**src/rtl/brq_pkg.sv**
```systemverilog
// Shared types for the in-order writeback queue.
// BRQ_WBQ_PERF_EN adds the per-entry PC / compressed / count fields used for retirement tracing.
package brq_pkg;

  typedef enum logic [1:0] {
    WB_INSTR_LOAD  = 2'b00,
    WB_INSTR_STORE = 2'b01,
    WB_INSTR_OTHER = 2'b10
  } wb_instr_type_e;

  localparam int unsigned WBQ_DEPTH_DEFAULT = 2;

  typedef struct packed {
    logic           valid;
    wb_instr_type_e instr_type;
    logic           done;
    logic           err;
    logic           is_fp;
    logic           we;
    logic [4:0]     waddr;
    logic [31:0]    wdata;
`ifdef BRQ_WBQ_PERF_EN
    logic [31:0]    pc;
    logic           compressed;
    logic           count;
`endif
  } wbq_entry_t;

  // Circular-buffer index arithmetic for depths that need not be powers of two.
  function automatic int unsigned wbq_idx_add(input int unsigned base, input int unsigned off,
                                              input int unsigned depth);
    int unsigned sum;
    sum = base + off;
    return (sum >= depth) ? (sum - depth) : sum;
  endfunction

endpackage

```
**src/rtl/brq_wbq_ptrs.sv**
```systemverilog
// Head/tail pointers and occupancy count for the writeback queue.
// A pop frees a slot in the same cycle, so a full queue can still accept a push.
module brq_wbq_ptrs #(
  parameter int unsigned Depth = 2,
  parameter int unsigned IdxW  = 1,
  parameter int unsigned CntW  = 2
) (
  input  logic            clk_i,
  input  logic            rst_ni,
  input  logic            i_push,
  input  logic            i_pop,
  output logic [IdxW-1:0] o_head_idx,
  output logic [IdxW-1:0] o_tail_idx,
  output logic [CntW-1:0] o_count,
  output logic            o_full,
  output logic            o_empty,
  output logic            o_ready
);

  logic [IdxW-1:0] r_head;
  logic [IdxW-1:0] r_tail;
  logic [CntW-1:0] r_count;

  function automatic logic [IdxW-1:0] f_wrap_inc(input logic [IdxW-1:0] idx);
    return (idx == IdxW'(Depth - 1)) ? '0 : (idx + IdxW'(1));
  endfunction

  always_ff @(posedge clk_i) begin
    if (!rst_ni) begin
      r_head  <= '0;
      r_tail  <= '0;
      r_count <= '0;
    end else begin
      if (i_push) begin
        r_tail <= f_wrap_inc(r_tail);
      end
      if (i_pop) begin
        r_head <= f_wrap_inc(r_head);
      end
      r_count <= r_count + CntW'(i_push) - CntW'(i_pop);
    end
  end

  assign o_head_idx = r_head;
  assign o_tail_idx = r_tail;
  assign o_count    = r_count;
  assign o_full     = (r_count == CntW'(Depth));
  assign o_empty    = (r_count == '0);
  assign o_ready    = ~o_full | i_pop;

endmodule

```
**src/rtl/brq_wbq.sv**
```systemverilog
// In-order multi-entry writeback queue between ID/EX and the integer/FP register files.
// Optional BRQ_WBQ_PERF_EN enables per-entry PC/perf tracking and the pc/perf outputs.
module brq_wbq
  import brq_pkg::*;
#(
  parameter int unsigned Depth = WBQ_DEPTH_DEFAULT
) (
  input  logic           clk_i,
  input  logic           rst_ni,
  input  logic           en_wb_i,
  input  wb_instr_type_e instr_type_wb_i,
  input  logic [31:0]    pc_id_i,
  input  logic           instr_is_compressed_id_i,
  input  logic           instr_perf_count_id_i,
  input  logic [4:0]     rf_waddr_id_i,
  input  logic [31:0]    rf_wdata_id_i,
  input  logic           rf_we_id_i,
  input  logic           fp_rf_we_id_i,
  output logic           ready_wb_o,
  input  logic           lsu_resp_valid_i,
  input  logic           lsu_resp_err_i,
  input  logic           rf_we_lsu_i,
  input  logic [31:0]    rf_wdata_lsu_i,
  output logic [4:0]     rf_waddr_wb_o,
  output logic [31:0]    rf_wdata_wb_o,
  output logic           rf_we_wb_o,
  output logic           fp_rf_we_wb_o,
  output logic [31:0]    rf_pending_o,
  output logic [31:0]    fp_rf_pending_o,
  output logic [31:0]    rf_wdata_fwd_wb_o,
  output logic           outstanding_load_wb_o,
  output logic           outstanding_store_wb_o,
  output logic           instr_done_wb_o,
  output logic [31:0]    pc_wb_o,
  output logic           perf_instr_ret_wb_o,
  output logic           perf_instr_ret_compressed_wb_o
);

  localparam int unsigned IdxW = (Depth > 1) ? $clog2(Depth) : 1;
  localparam int unsigned CntW = $clog2(Depth + 1);

  wbq_entry_t      r_q [Depth];
  wbq_entry_t      w_head;
  wbq_entry_t      w_new;
  logic [IdxW-1:0] w_head_idx;
  logic [IdxW-1:0] w_tail_idx;
  logic [IdxW-1:0] w_match_idx;
  logic [CntW-1:0] w_count;
  logic            w_full;
  logic            w_empty;
  logic            w_ready;
  logic            w_push;
  logic            w_retire;
  logic            w_match_found;
  logic            w_resp_match;
  logic            w_resp_head;
  logic            w_head_we;
  logic [31:0]     w_head_wdata;
  logic [31:0]     w_rf_pend;
  logic [31:0]     w_fp_pend;
  logic [31:0]     w_ent_rf_pend [Depth];
  logic [31:0]     w_ent_fp_pend [Depth];
  logic [Depth-1:0] w_ent_ld_out;
  logic [Depth-1:0] w_ent_st_out;

  brq_wbq_ptrs #(
    .Depth (Depth),
    .IdxW  (IdxW),
    .CntW  (CntW)
  ) u_ptrs (
    .clk_i      (clk_i),
    .rst_ni     (rst_ni),
    .i_push     (w_push),
    .i_pop      (w_retire),
    .o_head_idx (w_head_idx),
    .o_tail_idx (w_tail_idx),
    .o_count    (w_count),
    .o_full     (w_full),
    .o_empty    (w_empty),
    .o_ready    (w_ready)
  );

  assign w_push     = en_wb_i & w_ready;
  assign ready_wb_o = w_ready;

  always_comb begin
    w_new            = '0;
    w_new.valid      = 1'b1;
    w_new.instr_type = instr_type_wb_i;
    w_new.is_fp      = fp_rf_we_id_i;
    w_new.waddr      = rf_waddr_id_i;
    w_new.wdata      = rf_wdata_id_i;
    if (instr_type_wb_i == WB_INSTR_OTHER) begin
      w_new.done = 1'b1;
      w_new.we   = rf_we_id_i | fp_rf_we_id_i;
    end
`ifdef BRQ_WBQ_PERF_EN
    w_new.pc         = pc_id_i;
    w_new.compressed = instr_is_compressed_id_i;
    w_new.count      = instr_perf_count_id_i;
`endif
  end

  // Responses arrive in request order, so the oldest unfinished LSU entry owns each one.
  always_comb begin
    int unsigned idx;
    w_match_found = 1'b0;
    w_match_idx   = '0;
    for (int unsigned k = 0; k < Depth; k++) begin
      idx = wbq_idx_add(32'(w_head_idx), k, Depth);
      if (!w_match_found && r_q[idx].valid && !r_q[idx].done &&
          (r_q[idx].instr_type != WB_INSTR_OTHER)) begin
        w_match_found = 1'b1;
        w_match_idx   = IdxW'(idx);
      end
    end
  end

  assign w_head       = r_q[w_head_idx];
  assign w_resp_match = lsu_resp_valid_i & w_match_found;
  assign w_resp_head  = w_resp_match & (w_match_idx == w_head_idx);
  assign w_retire     = w_head.valid & (w_head.done | w_resp_head);

  assign w_head_we    = w_resp_head ?
                        ((w_head.instr_type == WB_INSTR_LOAD) & rf_we_lsu_i & ~lsu_resp_err_i) :
                        w_head.we;
  assign w_head_wdata = w_resp_head ? rf_wdata_lsu_i : w_head.wdata;

  always_ff @(posedge clk_i) begin
    if (!rst_ni) begin
      for (int unsigned i = 0; i < Depth; i++) begin
        r_q[i] <= '0;
      end
    end else begin
      if (w_retire) begin
        r_q[w_head_idx].valid <= 1'b0;
      end
      if (w_resp_match && !w_resp_head) begin
        r_q[w_match_idx].done  <= 1'b1;
        r_q[w_match_idx].err   <= lsu_resp_err_i;
        r_q[w_match_idx].we    <= (r_q[w_match_idx].instr_type == WB_INSTR_LOAD) &
                                  rf_we_lsu_i & ~lsu_resp_err_i;
        r_q[w_match_idx].wdata <= rf_wdata_lsu_i;
      end
      // Applied last: when full and retiring, the tail slot is the slot being vacated.
      if (w_push) begin
        r_q[w_tail_idx] <= w_new;
      end
    end
  end

  for (genvar gi = 0; gi < Depth; gi++) begin : g_ent
    logic w_writes;
    assign w_writes = r_q[gi].valid &
                      (r_q[gi].we | ((r_q[gi].instr_type == WB_INSTR_LOAD) & ~r_q[gi].done));
    assign w_ent_rf_pend[gi] = (w_writes & ~r_q[gi].is_fp) ? (32'd1 << r_q[gi].waddr) : '0;
    assign w_ent_fp_pend[gi] = (w_writes &  r_q[gi].is_fp) ? (32'd1 << r_q[gi].waddr) : '0;
    assign w_ent_ld_out[gi]  = r_q[gi].valid & ~r_q[gi].done &
                               (r_q[gi].instr_type == WB_INSTR_LOAD);
    assign w_ent_st_out[gi]  = r_q[gi].valid & ~r_q[gi].done &
                               (r_q[gi].instr_type == WB_INSTR_STORE);
  end

  always_comb begin
    w_rf_pend = '0;
    w_fp_pend = '0;
    for (int unsigned i = 0; i < Depth; i++) begin
      w_rf_pend = w_rf_pend | w_ent_rf_pend[i];
      w_fp_pend = w_fp_pend | w_ent_fp_pend[i];
    end
  end

  assign rf_pending_o           = w_rf_pend & ~32'd1;
  assign fp_rf_pending_o        = w_fp_pend;
  assign outstanding_load_wb_o  = |w_ent_ld_out;
  assign outstanding_store_wb_o = |w_ent_st_out;

  assign instr_done_wb_o   = w_retire;
  assign rf_we_wb_o        = w_retire & w_head_we & ~w_head.is_fp;
  assign fp_rf_we_wb_o     = w_retire & w_head_we &  w_head.is_fp;
  assign rf_waddr_wb_o     = w_head.valid ? w_head.waddr : '0;
  assign rf_wdata_wb_o     = w_head.valid ? w_head_wdata : '0;
  assign rf_wdata_fwd_wb_o = w_head.valid ? w_head.wdata : '0;

`ifdef BRQ_WBQ_PERF_EN
  logic w_head_err;
  assign w_head_err                     = w_resp_head ? lsu_resp_err_i : w_head.err;
  assign pc_wb_o                        = w_head.valid ? w_head.pc : '0;
  assign perf_instr_ret_wb_o            = w_retire & w_head.count & ~w_head_err;
  assign perf_instr_ret_compressed_wb_o = perf_instr_ret_wb_o & w_head.compressed;
`else
  logic w_unused_perf;
  assign w_unused_perf                  = ^{pc_id_i, instr_is_compressed_id_i, instr_perf_count_id_i};
  assign pc_wb_o                        = '0;
  assign perf_instr_ret_wb_o            = 1'b0;
  assign perf_instr_ret_compressed_wb_o = 1'b0;
`endif

  logic w_unused_occ;
  assign w_unused_occ = ^{w_count, w_full, w_empty};

`ifndef SYNTHESIS
  // Responses left over from before a reset are legal until the next enqueue.
  logic r_flush;
  always_ff @(posedge clk_i) begin
    if (!rst_ni) begin
      r_flush <= 1'b1;
    end else if (w_push) begin
      r_flush <= 1'b0;
    end
  end

  always_ff @(posedge clk_i) begin
    if (rst_ni && lsu_resp_valid_i && !r_flush) begin
      assert (w_match_found)
        else $error("brq_wbq: LSU response with no outstanding LSU entry");
    end
  end
`endif

endmodule

```
**config.mk**
```make
export PLATFORM = sky130hd
export DESIGN_NAME = brq_wbq
export DESIGN_NICKNAME = d
export VERILOG_FILES = /design/src/rtl/brq_pkg.sv /design/src/rtl/brq_wbq_ptrs.sv /design/src/rtl/brq_wbq.sv
export SDC_FILE = /design/constraint.sdc
export NUM_CORES = 1
export LEC_CHECK = 0
export BUFFER_PORTS_ARGS = -buffer_cell sky130_fd_sc_hd__buf_4
export CORE_UTILIZATION = 49
export CTS_BUF_LIST = sky130_fd_sc_hd__clkbuf_4 sky130_fd_sc_hd__clkbuf_8 sky130_fd_sc_hd__clkbuf_16
export DETAILED_ROUTE_END_ITERATION = 10
export GPL_ROUTABILITY_DRIVEN = 0
export PLACE_DENSITY = 0.82
export SLEW_MARGIN = 25
export SYNTH_ARGS = -nofsm -noshare
export SYNTH_HDL_FRONTEND = slang
export SYNTH_SLANG_ARGS = --single-unit
```
**constraint.sdc**
```tcl
create_clock -name clk_i -period 3.8 [get_ports clk_i]
set_clock_uncertainty 0.05 [all_clocks]
set_input_delay 0.19 -clock clk_i [delete_from_list [all_inputs] [get_ports clk_i]]
set_output_delay 0.19 -clock clk_i [all_outputs]
set_load 0.05 [all_outputs]
```
==> results.toml, run 1 <==
[outcome]
status = "complete, no violations"

[floorplan]
io_pins = 286
start_util_pct = 50.8
die-width_um = 117
num_rows = 41
dieArea_mm2 = 0.0137
coreArea_mm2 = 0.0127
dieHeight_um = 117

[routing]
drcViolationCount = 0
drt_iter0_markers = 750
via_per_inst = 6.04
wl_per_cell_um = 19.0
first_pass_iters = 5
totalWireLength_um = 20100
ant_nets = 0
routed-via-count = 6382

[timing]
setup_violations = 0
slew_viol_final = 0
hold_viol_final = 0
rsz0062_at_grt = "false"
finalCriticalPeriod_ps = 3020
fin_tns_setup_ps = 0
slew_headroom_pct = 38.3
worst_pin_slew_ps = 925
fin_crit_sh_pct = 79.4
max_freq_mhz = 332

[grt]
grt_pass1_vias = 5692
grt_pass1_wl_um = 29200
grt_antenna_before_repair = 0
grt_start_max_net_pins = 45
grtUsageTotal_pct = 28.3
grt_overflow = 0

[layout]
antenna_cells = 0
fill_cells = 1067
drive_gt1_share_pct = 30.2
area_growth_pct = 27.7
nNetsFinal = 995

[flow_run]
maxCapViolations = 0

[clocking]
cts_root_buf = "clkbuf_16"
clk_pin_slew_ps = 60
numClockSinks = 91
cts-resized-gates = 0
worstSkewPairLatency_ps = 340
postCtsSetupBuffers = 0
h-tree-depth = 3
numCtsBuffers = 9
hold_buffers = 0
cts_buffer_depth = 2
tritoncts = "done"

[setup_path]
r2r_cells = 6
critPathLaunch = "r_q[0][41]"
crit_fanout = 28
rrSetupSlack_ps = 890
r2r-start = "r_q[1][40]"
critPathCaptureType = "output pin"
worstPathArrival_ps = 2780
reg2reg_to = "r_q[1][5]"
path_class = "reg -> out"
cp.required_ps = 3560
cp-start-kind = "register"

[placement]
portBuffers = 216
hpwl_um = 13900

[pwr]
power_density_mw_per_mm2 = 498
p_switching_uw = 1840
clkPwrFrac_pct = 19.2
switching_share_pct = 44.7
p_int_uw = 2270
p_comb_share_pct = 45.8
seqPwrFrac_pct = 35.0
ir_drop_v = 0.000328
finalPower_uw = 4110
power.leakage_uw = 0.00318

[synthesis]
syn_inst = 705
synth_cell_types = 58
ys_dominant_reg_cell = "edfxtp_1"
synth-seq-cells = 91
avgSynthCellArea_um2 = 9.18
yosys.area.top_type = "edfxtp_1"
synth_edf_count = 84
synth_top_area_share_pct = 39.0
yosys-top-cells-area = "edfxtp_1, mux2i_1, o22ai_1, a32o_1, nor2_1"
ys_async_sr_fraction_pct = 0
synth.most_common_cell = "edfxtp_1"
seq_area_frac_synth_pct = 41.2
ys_warn_count = 0
yosys-top-cells-count = "edfxtp_1, nor2_1, nand2_1, o22ai_1, mux2i_1"
netlist_area_mm2 = 0.00647

[hold_path]
worstHoldStart = "rf_waddr_id_i[1]"
hp-class = "in -> reg"
worstHoldEndpoint = "r_q[1][33]"
holdPathStages = 2
## worst max path at each step
| stage | to | slack (ps) | cells past startpoint |
|---|---|---|---|
| final | rf_wdata_wb_o[16] | 780 | 7 |
| after global routing | rf_wdata_wb_o[3] | 630 | 7 |
| after CTS | rf_wdata_wb_o[12] | 790 | 7 |
| after detailed placement | r_q[0][3] | 960 | 7 |
| after global placement | r_q[1][6] | 1000 | 6 |
| after floorplan | r_q[0][0] | 820 | 7 |
## kinds of logic after synthesis
group / count (synthesis) / share of synthesized area, %
XOR/XNOR: 3 / 0.406
AO/OA/AOI/OAI: 221 / 24.2
other: 1 / 0.0580
adder cells (fa/ha/maj): 2 / 0.387
flip-flops: 91 / 41.2
buffers and inverters: 110 / 9.42
AND/OR/NAND/NOR: 235 / 17.8
multiplexers: 42 / 6.56
## sequential cells by signal, indices dropped and copies added, names as in the netlist, named ones only
register	count
r_q	86
u_ptrs.o_count	2
u_ptrs.o_head_idx	1
u_ptrs.o_tail_idx	1
## metrics by stage
step / instances / setup slack [ps] / instance area, um^2 / util [%] / hold slack, ps
global route: 1057 / 627 / 8260 / 64.9 / 90.4
detailed placement: 1041 / 957 / 8000 / 62.9 / 431
CTS: 1057 / 791 / 8260 / 64.9 / 83.6
finish: 1057 / 784 / 8260 / 64.9 / 90.1
global placement: 1041 / 999 / 8000 / 62.9 / 431
floorplan: 739 / 821 / 6600 / - / 338
## placed cells by master (no fill, tap or decap), types with 32 or more instances in the layout
cell / n
buf_4: 231
mux2i_1: 41
a211oi_1: 32
conb_1: 35
o211ai_1: 35
nand2_1: 64
a32o_1: 32
o21ai_0: 36
nor2_1: 83
edfxtp_1: 84
o22ai_1: 64
## worst max-delay path: stages (launching register included)
cell and delay, ps:
edfxtp_1 490, nand2b_1 270, and3_4 240, nor2_4 460, buf_4 400, nor2_1 80, a211oi_1 240, buf_4 240
## power by group through the flow
| stage | registers, uW | logic [uW] | clock network [uW] |
|---|---|---|---|
| after floorplan | 1380 | 1440 | 0 |
| after global placement | 1450 | 1850 | 0 |
| after detailed placement | 1460 | 1860 | 0 |
| after CTS | 1440 | 1870 | 787 |
| after global routing | 1460 | 1990 | 830 |
| final | 1440 | 1880 | 790 |
## final cells by class
class / instances / area (um^2) / share of cell area (%)
multi-input combinational: 538 / 3350 / 40.6
sequential: 91 / 2660 / 32.3
timing repair buffer: 231 / 1730 / 21.0
clock buffer: 9 / 225 / 2.73
tap: 172 / 215 / 2.61
clock inverter: 7 / 35.0 / 0.424
inverter: 9 / 33.8 / 0.409
## per-layer routing
metal	vias to the layer above	track usage, %	wire [um]
met3	51	5.10	1770
li1	2954	-	-
met5	-	0	0
met4	0	14.0	633
met1	2957	32.8	7720
met2	420	50.5	9950
Note: power is estimated with default switching activity, not from simulation.
==> run 2, diff against run 1 <==
==> constraint.sdc (replaced) <==
create_clock -name clk_i -period 3.1 [get_ports clk_i]
set_clock_uncertainty 0.05 [all_clocks]
set_input_delay 0.155 -clock clk_i [delete_from_list [all_inputs] [get_ports clk_i]]
set_output_delay 0.155 -clock clk_i [all_outputs]
set_load 0.05 [all_outputs]
==> run 2 against run 1 <==
- critical path depth is 1 lower
- non-clock buffer count is 3 higher
- first-iteration DRC count shrank 19%
- sequential share of layout area down 0.59 points
- die area stayed put
- register-to-register slack lost 460 ps
- flip-flop and latch count unchanged
- core utilization is 1.2 points higher
- global-route usage increased by 0.84 points
==> results.toml, run 2 (same netlist as run 1, synthesis figures left out) <==
[routing]
via_per_inst = 6.07
first_pass_iters = 5
routed-via-count = 6432
drt_iter0_markers = 604
ant_nets = 0
wl_per_cell_um = 19.0
drcViolationCount = 0
totalWireLength_um = 20100

[flow_run]
maxCapViolations = 0

[timing]
fin_crit_sh_pct = 92.2
worst_pin_slew_ps = 694
setup_violations = 0
hold_slack_ps = 57.2
fin_tns_setup_ps = 0
finalCriticalPeriod_ps = 2860
slew_headroom_pct = 53.7
rsz0062_at_grt = "false"
max_freq_mhz = 350
layout_setup_ws_ps = 243
hold_viol_final = 0
slew_viol_final = 0

[floorplan]
dieHeight_um = 117
die-width_um = 117
io_pins = 286
num_rows = 41
start_util_pct = 50.8
coreArea_mm2 = 0.0127
dieArea_mm2 = 0.0137

[pwr]
power.leakage_uw = 0.00325
power_density_mw_per_mm2 = 642
ir_drop_v = 0.000395

[placement]
place_ws_ps = 455
portBuffers = 216
hpwl_um = 13900

[clocking]
cts-resized-gates = 0
tritoncts = "done"
worstSkewPairLatency_ps = 330
numCtsBuffers = 9
hold_buffers = 0
numClockSinks = 91
clk_pin_slew_ps = 60
cts_buffer_depth = 2
cts_root_buf = "clkbuf_16"
postCtsSetupBuffers = 0
h-tree-depth = 3

[setup_path]
critPathMaxStageDelay_ps = 570
crit_path_cell_trace = "nor3_2, o211ai_1, or3b_2, or2_2, o22ai_1, buf_4"
reg2reg_to = "r_q[0][29]"
path_class = "reg -> out"
cp-start-kind = "register"
cp_num_buf_inv = 1
worstPathArrival_ps = 2650
r2r-start = "r_q[1][40]"
crit_family = "simple AND/OR/NAND/NOR gates"
slowest_stage = "or3b_2"
critPathCaptureType = "output pin"
cp.required_ps = 2890
r2r_cells = 7
crit_fanout = 8
rrSetupSlack_ps = 430

[layout]
antenna_cells = 0
drive_gt1_share_pct = 30.6
fill_cells = 1046
final_common_cell = "buf_4"
top_register = "r_q"
fin_util_pct = 66.1
nNetsFinal = 998
largest_reg_flops = 86
mostFrequentLayoutCells = "buf_4, edfxtp_1, nor2_1"
area_growth_pct = 30.0

[outcome]
status = "complete, no violations"

[grt]
grt_start_max_net_pins = 70
grt_overflow = 0
grt_pass1_vias = 5753
grt_antenna_before_repair = 0
grt_pass1_wl_um = 30300
grtUsageTotal_pct = 29.2

[hold_path]
worstHoldStart = "rf_waddr_id_i[3]"
hp-class = "in -> reg"
holdPathStages = 2
worstHoldEndpoint = "r_q[1][35]"
-- run 2: final cells by class --
type / instances / area, um^2 / share of cell area [%]
Clock buffer: 9 / 225 / 2.68
Clock inverter: 7 / 140 / 1.67
Inverter: 9 / 33.8 / 0.402
Multi-Input combinational cell: 538 / 3350 / 39.8
Sequential cell: 91 / 2660 / 31.7
Tap cell: 172 / 215 / 2.56
Timing Repair Buffer: 234 / 1780 / 21.2
-- run 2: power by group --
group	total, uW	internal [uW]	switching [uW]
Combinational	2320	671	1640
Clock	1320	868	448
Sequential	1770	1600	172
-- run 2: layer usage --
metal,vias to the layer above,GRT usage [%],share of wire [%]
met5,-,0,0
met4,0,13.1,3.2
met3,49,5.30,8.1
met2,398,50.4,50
met1,3027,35.6,39
li1,2958,-,-
-- run 2: worst register-to-register path: stages, from the launching register on --
cell and delay (ps):
edfxtp_1 460, and2b_1 330, nand4_1 210, a31oi_4 280, buf_4 290, o21a_1 480
buf_12 260, a32o_1 170
-- run 2: worst max-delay path by stage --
stage | slack [ps] | cells after the start | start | to
2_1_floorplan | 120 | 7 | r_q[0][41] | r_q[0][0]
3_3_place_gp | 500 | 6 | register | r_q[0][26]
3_5_place_dp | 450 | 6 | register | r_q[0][1]
4_1_cts | 230 | 6 | r_q[0][41] | fp_rf_pending_o[10]
5_1_grt | 120 | 6 | r_q[0][41] | fp_rf_pending_o[10]
6_report | 240 | 6 | r_q[0][42] | fp_rf_pending_o[10]
-- run 2: through the flow --
stage                     instances  area (um^2)  total power [uW]
final                          1060         8410              5400
after global routing           1060         8410              5620
after CTS                      1060         8410              5390
after detailed placement       1044         8050              4090
after global placement         1044         8050              4050
after floorplan                 739         6600              3460
